### src/rtl/dma_arb_pkg.sv
`default_nettype none
// ============================================================================
// Module      : dma_arb_pkg
// Description : Shared types and helpers for the DMA register-bus arbiter:
//               read-tag struct and the round-robin pick function.
// Revision    : 1.0 - initial release
// ============================================================================
package dma_arb_pkg;

  // Largest requester count any instance may use; sizes the shared types.
  localparam int MAX_REQ = 8;
  localparam int IDW     = $clog2(MAX_REQ);

  // One stage of the in-flight read tracker: occupied flag plus issuer id.
  typedef struct packed {
    logic           vld;
    logic [IDW-1:0] id;
  } rd_tag_t;

  // Returns a one-hot winner: first set bit of req at or after ptr, wrapping
  // at num (not at MAX_REQ), so non-power-of-two counts rotate correctly.
  function automatic logic [MAX_REQ-1:0] rr_pick(
    input logic [MAX_REQ-1:0] req,
    input logic [IDW-1:0]     ptr,
    input int                 num
  );
    logic [MAX_REQ-1:0] gnt;
    logic               found;
    int                 idx;
    gnt   = '0;
    found = 1'b0;
    for (int k = 0; k < MAX_REQ; k++) begin
      idx = int'(ptr) + k;
      if (idx >= num) idx = idx - num;
      if ((k < num) && !found && req[idx[IDW-1:0]]) begin
        gnt[idx[IDW-1:0]] = 1'b1;
        found             = 1'b1;
      end
    end
    return gnt;
  endfunction

endpackage
`default_nettype wire

### src/rtl/dma_rr_arbiter.sv
`default_nettype none
// ============================================================================
// Module      : dma_rr_arbiter
// Description : Round-robin grant logic with rotating priority pointer.
//               Grant is combinational; the pointer advances past each winner.
// Revision    : 1.0 - initial release
// ============================================================================
module dma_rr_arbiter
  import dma_arb_pkg::*;
#(
  parameter int NUM_REQ = 4,
  localparam int PW     = $clog2(NUM_REQ)
) (
  input  logic               clk,
  input  logic               rst_n,
  input  logic [NUM_REQ-1:0] i_req,
  output logic [NUM_REQ-1:0] o_gnt,
  output logic               o_gnt_vld,
  output logic [PW-1:0]      o_gnt_id
);

  logic [PW-1:0]      r_ptr;
  logic [MAX_REQ-1:0] w_pick;
  logic               w_unused_pick;
  logic [PW-1:0]      w_id;

  // Pick the winner; grants are forced low while reset is held.
  always_comb begin
    w_pick        = rr_pick(MAX_REQ'(i_req), IDW'(r_ptr), NUM_REQ);
    w_unused_pick = ^w_pick;
    o_gnt         = rst_n ? w_pick[NUM_REQ-1:0] : '0;
    o_gnt_vld     = |o_gnt;
  end

  // Encode the one-hot grant into the winner's index.
  always_comb begin
    w_id = '0;
    for (int i = 0; i < NUM_REQ; i++) begin
      if (o_gnt[i]) w_id = PW'(i);
    end
    o_gnt_id = w_id;
  end

  // Move priority to the requester just after the winner; hold when idle.
  always_ff @(posedge clk or negedge rst_n) begin
    if (!rst_n) begin
      r_ptr <= '0;
    end else if (o_gnt_vld) begin
      r_ptr <= (w_id == PW'(NUM_REQ - 1)) ? '0 : w_id + 1'b1;
    end
  end

endmodule
`default_nettype wire

### src/rtl/dma_reg_arbiter.sv
`default_nettype none
// ============================================================================
// Module      : dma_reg_arbiter
// Description : Shares one DMA register bus among NUM_REQ requesters.
//               Registered bus strobes one cycle after grant; fixed-latency
//               read data is steered back to its issuer via a tag pipeline.
// Revision    : 1.0 - initial release
// ============================================================================
module dma_reg_arbiter
  import dma_arb_pkg::*;
#(
  parameter int NUM_REQ = 4,
  parameter int AW      = 32,
  parameter int DW      = 32,
  parameter int RD_LAT  = 1
) (
  input  logic                  clk,
  input  logic                  rst_n,
  input  logic [NUM_REQ-1:0]    i_req_valid,
  input  logic [NUM_REQ-1:0]    i_req_we,
  input  logic [NUM_REQ*AW-1:0] i_req_addr,
  input  logic [NUM_REQ*DW-1:0] i_req_wdata,
  output logic [NUM_REQ-1:0]    o_req_ready,
  output logic [NUM_REQ-1:0]    o_rsp_valid,
  output logic [DW-1:0]         o_rsp_rdata,
  output logic                  o_wr_en,
  output logic                  o_rd_en,
  output logic [AW-1:0]         o_addr,
  output logic [DW-1:0]         o_wdata,
  input  logic [DW-1:0]         i_rdata
);

  localparam int PW = $clog2(NUM_REQ);

  logic [NUM_REQ-1:0] w_gnt;
  logic               w_gnt_vld;
  logic [PW-1:0]      w_gnt_id;
  logic               w_sel_we;
  logic [AW-1:0]      w_sel_addr;
  logic [DW-1:0]      w_sel_wdata;

  logic               r_wr_en;
  logic               r_rd_en;
  logic [AW-1:0]      r_addr;
  logic [DW-1:0]      r_wdata;
  rd_tag_t            r_tag [RD_LAT+1];
  logic [NUM_REQ-1:0] r_rsp_valid;
  logic [DW-1:0]      r_rsp_rdata;

  dma_rr_arbiter #(
    .NUM_REQ (NUM_REQ)
  ) u_arb (
    .clk       (clk),
    .rst_n     (rst_n),
    .i_req     (i_req_valid),
    .o_gnt     (w_gnt),
    .o_gnt_vld (w_gnt_vld),
    .o_gnt_id  (w_gnt_id)
  );

  // Select the winning requester's command fields (one-hot mux).
  always_comb begin
    w_sel_we    = 1'b0;
    w_sel_addr  = '0;
    w_sel_wdata = '0;
    for (int i = 0; i < NUM_REQ; i++) begin
      if (w_gnt[i]) begin
        w_sel_we    = i_req_we[i];
        w_sel_addr  = i_req_addr[i*AW +: AW];
        w_sel_wdata = i_req_wdata[i*DW +: DW];
      end
    end
  end

  // Bus command registers; addr/wdata hold when idle, wdata only moves on writes.
  always_ff @(posedge clk or negedge rst_n) begin
    if (!rst_n) begin
      r_wr_en <= 1'b0;
      r_rd_en <= 1'b0;
      r_addr  <= '0;
      r_wdata <= '0;
    end else if (w_gnt_vld) begin
      r_wr_en <= w_sel_we;
      r_rd_en <= ~w_sel_we;
      r_addr  <= w_sel_addr;
      if (w_sel_we) r_wdata <= w_sel_wdata;
    end else begin
      r_wr_en <= 1'b0;
      r_rd_en <= 1'b0;
    end
  end

  // Tag pipeline: stage 0 lines up with rd_en, stage RD_LAT with bus rdata.
  always_ff @(posedge clk or negedge rst_n) begin
    if (!rst_n) begin
      for (int k = 0; k <= RD_LAT; k++) r_tag[k] <= '0;
    end else begin
      r_tag[0].vld <= w_gnt_vld & ~w_sel_we;
      r_tag[0].id  <= IDW'(w_gnt_id);
      for (int k = 1; k <= RD_LAT; k++) r_tag[k] <= r_tag[k-1];
    end
  end

  // Capture returning read data and pulse the issuer's response valid.
  always_ff @(posedge clk or negedge rst_n) begin
    if (!rst_n) begin
      r_rsp_valid <= '0;
      r_rsp_rdata <= '0;
    end else begin
      for (int i = 0; i < NUM_REQ; i++) begin
        r_rsp_valid[i] <= r_tag[RD_LAT].vld && (r_tag[RD_LAT].id == IDW'(i));
      end
      if (r_tag[RD_LAT].vld) r_rsp_rdata <= i_rdata;
    end
  end

  assign o_req_ready = w_gnt;
  assign o_rsp_valid = r_rsp_valid;
  assign o_rsp_rdata = r_rsp_rdata;
  assign o_wr_en     = r_wr_en;
  assign o_rd_en     = r_rd_en;
  assign o_addr      = r_addr;
  assign o_wdata     = r_wdata;

endmodule
`default_nettype wire
### config.mk
export PLATFORM = sky130hd
export DESIGN_NAME = dma_reg_arbiter
export DESIGN_NICKNAME = d
export VERILOG_FILES = /design/src/rtl/dma_arb_pkg.sv /design/src/rtl/dma_rr_arbiter.sv /design/src/rtl/dma_reg_arbiter.sv
export SDC_FILE = /design/constraint.sdc
export NUM_CORES = 1
export LEC_CHECK = 0
export BUFFER_PORTS_ARGS = -buffer_cell sky130_fd_sc_hd__buf_4
export CAP_MARGIN = 20
export CORE_MARGIN = 8
export CORE_UTILIZATION = 30
export DETAILED_ROUTE_END_ITERATION = 10
export PLACE_DENSITY = 0.6
export SYNTH_ARGS = -nofsm -noshare
export SYNTH_HDL_FRONTEND = slang
export SYNTH_SLANG_ARGS = --single-unit
export TNS_END_PERCENT = 30
### constraint.sdc
create_clock -name clk -period 3.4 [get_ports clk]
set_input_delay 0.34 -clock clk [delete_from_list [all_inputs] [get_ports clk]]
set_output_delay 0.34 -clock clk [all_outputs]
set_load 0.02 [all_outputs]
Yosys cells after proc, flatten, opt, wreduce, memory -nomap -nowiden
Index checks and enable logic that the tools add are counted.
{"block": "classes", "n_addsub": 8, "mul": 0, "div_mod_pow": 0, "magnitude_cmp": 12, "n_eq_ne": 4, "shifts": 0, "muxes": 46, "n_bitwise": 5, "reduce_logical": 17}
{"cell": "32-bit two-way mux", "n": 8}
{"cell": "32-bit by 4-bit greater-or-equal comparator with 1-bit output, second input constant", "n": 3}
{"cell": "4-bit two-way mux", "n": 5}
{"cell": "1-bit two-way mux", "n": 18}
{"cell": "3-bit by 4-bit < comparator with 1-bit output, second input constant", "n": 4}
{"cell": "1-bit binary-select mux with 3-bit select", "n": 4}
{"cell": "1-bit demux with 3-bit select", "n": 4}
{"cell": "3-bit by 1-bit greater-or-equal comparator with 1-bit output, second input constant", "n": 4}
{"cell": "3-bit two-way mux", "n": 4}
{"cell": "4-bit bitwise OR", "n": 3}
{"cell": "1-bit logical AND", "n": 11}
{"cell": "3-bit subtractor, second input constant", "n": 3}
{"cell": "2-bit by 2-bit adder with 3-bit output, second input constant", "n": 2}
{"cell": "2-bit equality test, second input constant", "n": 3}
{"cell": "2-bit two-way mux", "n": 3}
{"cell": "4-bit OR reduction", "n": 1}
{"cell": "2-bit by 1-bit adder with 3-bit output, second input constant", "n": 1}
{"cell": "2-bit by 3-bit greater-or-equal comparator with 1-bit output, second input constant", "n": 1}
{"cell": "1-bit zero test", "n": 3}
{"cell": "3-bit zero test", "n": 1}
{"cell": "2-bit by 3-bit subtractor with 3-bit output, second input constant", "n": 1}
{"cell": "2-bit by 1-bit adder with 2-bit output, second input constant", "n": 1}
{"cell": "2-bit by 1-bit equality test with 1-bit output, second input constant", "n": 1}
{"cell": "2-bit AND reduction", "n": 1}
{"cell": "2 further kinds", "n": 2}
{"block": "totals", "ff_bits": 110, "latchBits": 0, "ram_bits": 0, "mem_bits_ro": 0, "inputBits": 298, "output_inout_bits": 106, "wordCells": 103, "n_memories": 0}

Logic depth before layout (Yosys ltp)
{"block": "depth", "ltp_word": 21, "mapped_depth": 13, "mapped_depth_nobuf": 10}

Hierarchy
Synthesis repeated with hierarchy kept, for this count alone.
{"block": "hier_totals", "cells_unflattened": 594, "hier_area_um2": 6043.3}
{"mod": "dma_reg_arbiter", "instances": 1, "cells_per_inst": 529, "area_per_inst_um2": 5462.7, "seq_area_each_um2": 2677.6}
{"mod": "dma_rr_arbiter", "instances": 1, "cells_per_inst": 65, "area_per_inst_um2": 580.6, "seq_area_each_um2": 50.0}

Worst setup path after synthesis
Ideal clock, no wire load.
{"block": "synth_path", "path_type": "register -> register", "start": "reg u_arb.r_ptr[0]", "end": "reg r_wdata[2] (netlist: o_wdata[2])", "setup_ns": 0.126, "t_arrival_ns": 3.029, "required_time_ns": 3.274, "slack_ns": 0.245, "stages_incl_launch_ff": 14, "path_buffers": 3, "period_less_slack_ns": 3.155, "path_cell_list": "dfrtp_1 -> buf_6 -> inv_1 -> ha_1 -> nor3_2 -> a211oi_2 -> a32o_1 -> o21ai_4 -> inv_2 -> buf_2 -> buf_2 -> a221oi_1 -> nor2_1 -> o32a_1"}
{"block": "synth_via", "word_cells_on_any_way": 70, "cone_classes": "7 x add/sub; 12 x order compare; 36 x mux; 3 x bitwise; 12 x reduce/logical"}
{"item": "start, declared", "line_no": "dma_rr_arbiter.sv:22", "rtl": "logic [PW-1:0] r_ptr;"}
{"item": "start signal, assigned", "line_no": "dma_rr_arbiter.sv:49", "rtl": "r_ptr <= (w_id == PW'(NUM_REQ - 1)) ? '0 : w_id + 1'b1;"}
{"item": "branches (longest 13 deep; another with 32-bit by 4-bit greater-or-equal comparator with 1-bit output)"}
{"item": "4-bit two-way mux (*)", "line_no": "dma_arb_pkg.sv:35", "rtl": "if ((k < num) && !found && req[idx[IDW-1:0]]) begin"}
{"item": "4-bit two-way mux (*)", "line_no": "dma_rr_arbiter.sv:31", "rtl": "o_gnt = rst_n ? w_pick[NUM_REQ-1:0] : '0;"}
{"item": "named net o_req_ready[2]", "line_no": "dma_reg_arbiter.sv:23", "rtl": "output logic [NUM_REQ-1:0] o_req_ready,"}
{"item": "1-bit two-way mux (2 in series)", "line_no": "dma_reg_arbiter.sv:67", "rtl": "if (w_gnt[i]) begin"}
{"item": "2-bit AND reduction (no line)"}
{"item": "end signal, assigned", "line_no": "dma_reg_arbiter.sv:86", "rtl": "if (w_sel_we) r_wdata <= w_sel_wdata;"}
{"item": "end, declared", "line_no": "dma_reg_arbiter.sv:45", "rtl": "logic [DW-1:0] r_wdata;"}
Mark *: on every way through the listed nets, which the timed path passes. The select of a mux whose other input is x is not followed.
A chain may end at the register's enable or synchronous reset.

Worst setup path in the final report
{"block": "layout_path", "start": "reg u_arb.r_ptr[0]", "end": "out o_req_ready[3]"}
{"block": "layout_via", "elab_chain_cells": 15, "word_cells_on_any_way": 60, "cone_classes": "7 x add/sub; 12 x order compare; 28 x mux; 3 x bitwise; 10 x reduce/logical"}
{"item": "branches (longest 13 deep; another with 32-bit by 4-bit greater-or-equal comparator with 1-bit output)"}
{"item": "4-bit two-way mux (*)", "line_no": "dma_arb_pkg.sv:35"}
{"item": "4-bit two-way mux (*)", "line_no": "dma_rr_arbiter.sv:31"}
{"item": "end, declared", "line_no": "dma_reg_arbiter.sv:23"}
Mark *: on every way between the ends. The select of a mux whose other input is x is not followed.

==> reports/metrics.cfg <==
[outcome]
status = completed

[floorplan]
io_pins = 404
die_h_um = 158.9
start_util_pct = 30.46
coreArea_um2 = 20100
die_x_um = 158.9
design.die.area_um2 = 25240
num_rows = 52

[synthesis]
synth_top_cell_by_area = dfrtp_1
synth_adder_area_share_pct = 1.430
synth_top_family_by_area = compound AO/OA/AOI/OAI gates
synth-xor-area-share_pct = 0
ys.warnings.count = 0
synth.most_common_cell = dfrtp_1
synth_common_cells = 109 x dfrtp_1, 76 x a21oi_1, 54 x a221o_1
synth_seq_cells = 109
syn_nets = 898
synthesis.area_um2 = 6123
synth_ff_type = dfrtp_1
synth_top_area_share_pct = 44.54
synth.area.mux_share_pct = 6.763
ys_seq_area_share_pct = 44.54
ys_top_cells_by_area = dfrtp_1 45%, a221o_1 8.8%, a21oi_1 6.2%
synth_edf_count = 0
async_flop_share_pct = 100.0
postSynthCellCount = 593
synth_compound_area_share_pct = 32.84
synthSimpleGateAreaFrac_pct = 8.582
ys_types = 51
syn_avg_cell_area_um2 = 10.33

[hold_path]
hold_path_class = in2reg

[global_route]
grt_antenna_before_repair = 0
grt_usage_pct = 21.01
grt-ovfl-total = 0
grt_max_degree = 59
grt_pass1_wl_um = 41680
grt_pass1_vias = 6916

[clock_tree]
clk_latency_ns = 0.35
cts_tree = done
numCtsBuffers = 9
htree_levels = 3
clk_pin_slew_ns = 0.08
cts_root_buf = clkbuf_16
cts.sinks = 109
cts_buffer_depth = 2

[placed_design]
dp_hpwl_um = 21790
dp_slack_ns = -0.05410
io_buffers = 403
gp_congestion = 0.7910

[finish]
syn_to_final_growth_pct = 61.91
drive_gt1_share_pct = 52.66
diodes = 0
fillers = 1910
final_core_util_pct = 49.32
num-nets-final = 1295

[setup_path]
crit_type = reg2out
cp.required_ns = 3.06
critPathMaxFanout = 20
endpoint_kind = output port
critical_path_arrival_ns = 2.91
worstSetupStartpointType = register

[power_and_ir_drop]
leakage_uw = 0.004732
power.density_nw_per_um2 = 1102
ir_drop_uv = 671.0
power_uw = 10930

[timing]
setup_viol = 0
period_share_pct = 95.46
final.setup.worst_slack_ns = 0.1545
whs_ns = 0.2250
fmax_mhz = 308.1
slew_viol_final = 0
worst_pin_slew_ns = 0.7549
fin_crit_ns = 3.246
slew_headroom_pct = 49.67
finClkSkew_ns = 0.01080
tns_ns = 0
hold_viol = 0
rsz0062_at_grt = no

[detailed_routing]
drt_first_pass_iters = 7
wl_um = 27270
vias = 6395
final_antenna_net_count = 0
drtIter0Drc = 345
drt-vias-per-instance = 5.055
drc_errors = 0
wl_per_cell_um = 21.56

[flow_run]
maxCapViolations = 0

[sequential cells by signal, indices dropped and copies added, names as in the netlist]
name and flops:
r_tag 5, o_rsp_valid 4, o_addr 32, o_rsp_rdata 32
o_wdata 32, o_rd_en 1, o_wr_en 1, u_arb.r_ptr 2
[stage by stage]
| step | cells | cell area [um^2] |
|---|---|---|
| 2_1_floorplan | 593 | 6123 |
| 3_3_place_gp | 1246 | 9564 |
| 3_5_place_dp | 1246 | 9564 |
| 4_1_cts | 1263 | 9877 |
| 5_1_grt | 1265 | 9915 |
| 6_report | 1265 | 9915 |
[layer usage]
layer	GRT usage [%]	vias to the layer above	routed length, um
met5	0	-	0
met4	6.432	0	550
met3	6.670	31	2244
met2	36.38	287	13650
met1	24.34	3032	10830
li1	-	3045	-
[layout by cell type, fill, tap and decap left out, types with 2 or more instances in the layout]
cell type   count
a21oi_1        76
a221o_1        54
a221oi_1       12
a22o_1          3
a22oi_1         2
a32o_1          2
and2_1          3
and3_1          2
buf_12          6
buf_4         430
clkbuf_16       9
clkinvlp_4      2
dfrtp_1       108
ha_1            7
inv_1          26
inv_2           2
mux2_2         33
mux2i_1         2
nand2_1        38
nor2_1         49
nor3b_1         3
nor4_4          2
o21a_1         12
o21ai_0        14
o21ai_1        32
o21ai_4         2
o32a_1         11
o32ai_1         3
o32ai_2        18
[cell families after synthesis]
kind of cell	Yosys count
AO/OA/AOI/OAI	253
adder cells (fa/ha/maj)	7
buffers and inverters	80
flip-flops	109
multiplexers	36
AND/OR/NAND/NOR	108
[worst max-delay path, stage by stage (launching register included)]
cell and delay (ns):
dfrtp_2 0.44, buf_4 0.19, mux4_2 0.60, o21ba_2 0.36, a22o_1 0.22, o21ai_4 0.07
inv_2 0.15, buf_4 0.31, buf_4 0.21
[layout make-up]
| class | instances | area (um^2) | area share (%) |
|---|---|---|---|
| Timing Repair Buffer | 438 | 3369 | 33.99 |
| Multi-Input combinational cell | 404 | 3074 | 31.01 |
| Sequential cell | 109 | 2729 | 27.52 |
| Tap cell | 270 | 337.8 | 3.407 |
| Clock buffer | 10 | 229.0 | 2.309 |
| Inverter | 28 | 105.1 | 1.060 |
| Clock inverter | 6 | 70.07 | 0.7067 |
[timing repair]
action | 4_1_cts | 5_1_grt
endpoints found under the hold margin | 6 | 0
setup buffers | 0 | 2
gates resized for setup | 1 | 6
hold buffers | 1 | 0
endpoints found under the setup margin | 21 | 67
pin swaps | 0 | 1
[worst paths after layout]
check,start,end,slack (ns),cells after the start
hold / removal,i_rdata[5],o_rsp_rdata[5]$_DFFE_PN0P_,0.22,2
hold reg to reg,r_tag[4]$_DFF_PN0_,r_tag[0]$_DFF_PN0_,0.36,0
setup reg to reg,u_arb.r_ptr[1]$_DFFE_PN0P_,o_wdata[7]$_DFFE_PN0P_,0.23,11
setup / recovery,u_arb.r_ptr[0]$_DFFE_PN0P_,o_req_ready[3],0.15,8
max in group asynchronous,rst_n,o_addr[21]$_DFFE_PN0P_,1.57,4
min in group asynchronous,rst_n,o_wdata[31]$_DFFE_PN0P_,0.43,2
[power breakdown]
group	internal, uW	leakage [uW]	switching, uW
Combinational	3350	0.00326	4160
Clock	580	0.000141	505
Sequential	1970	0.00133	366
No activity file was read; power rests on OpenSTA's default activity.
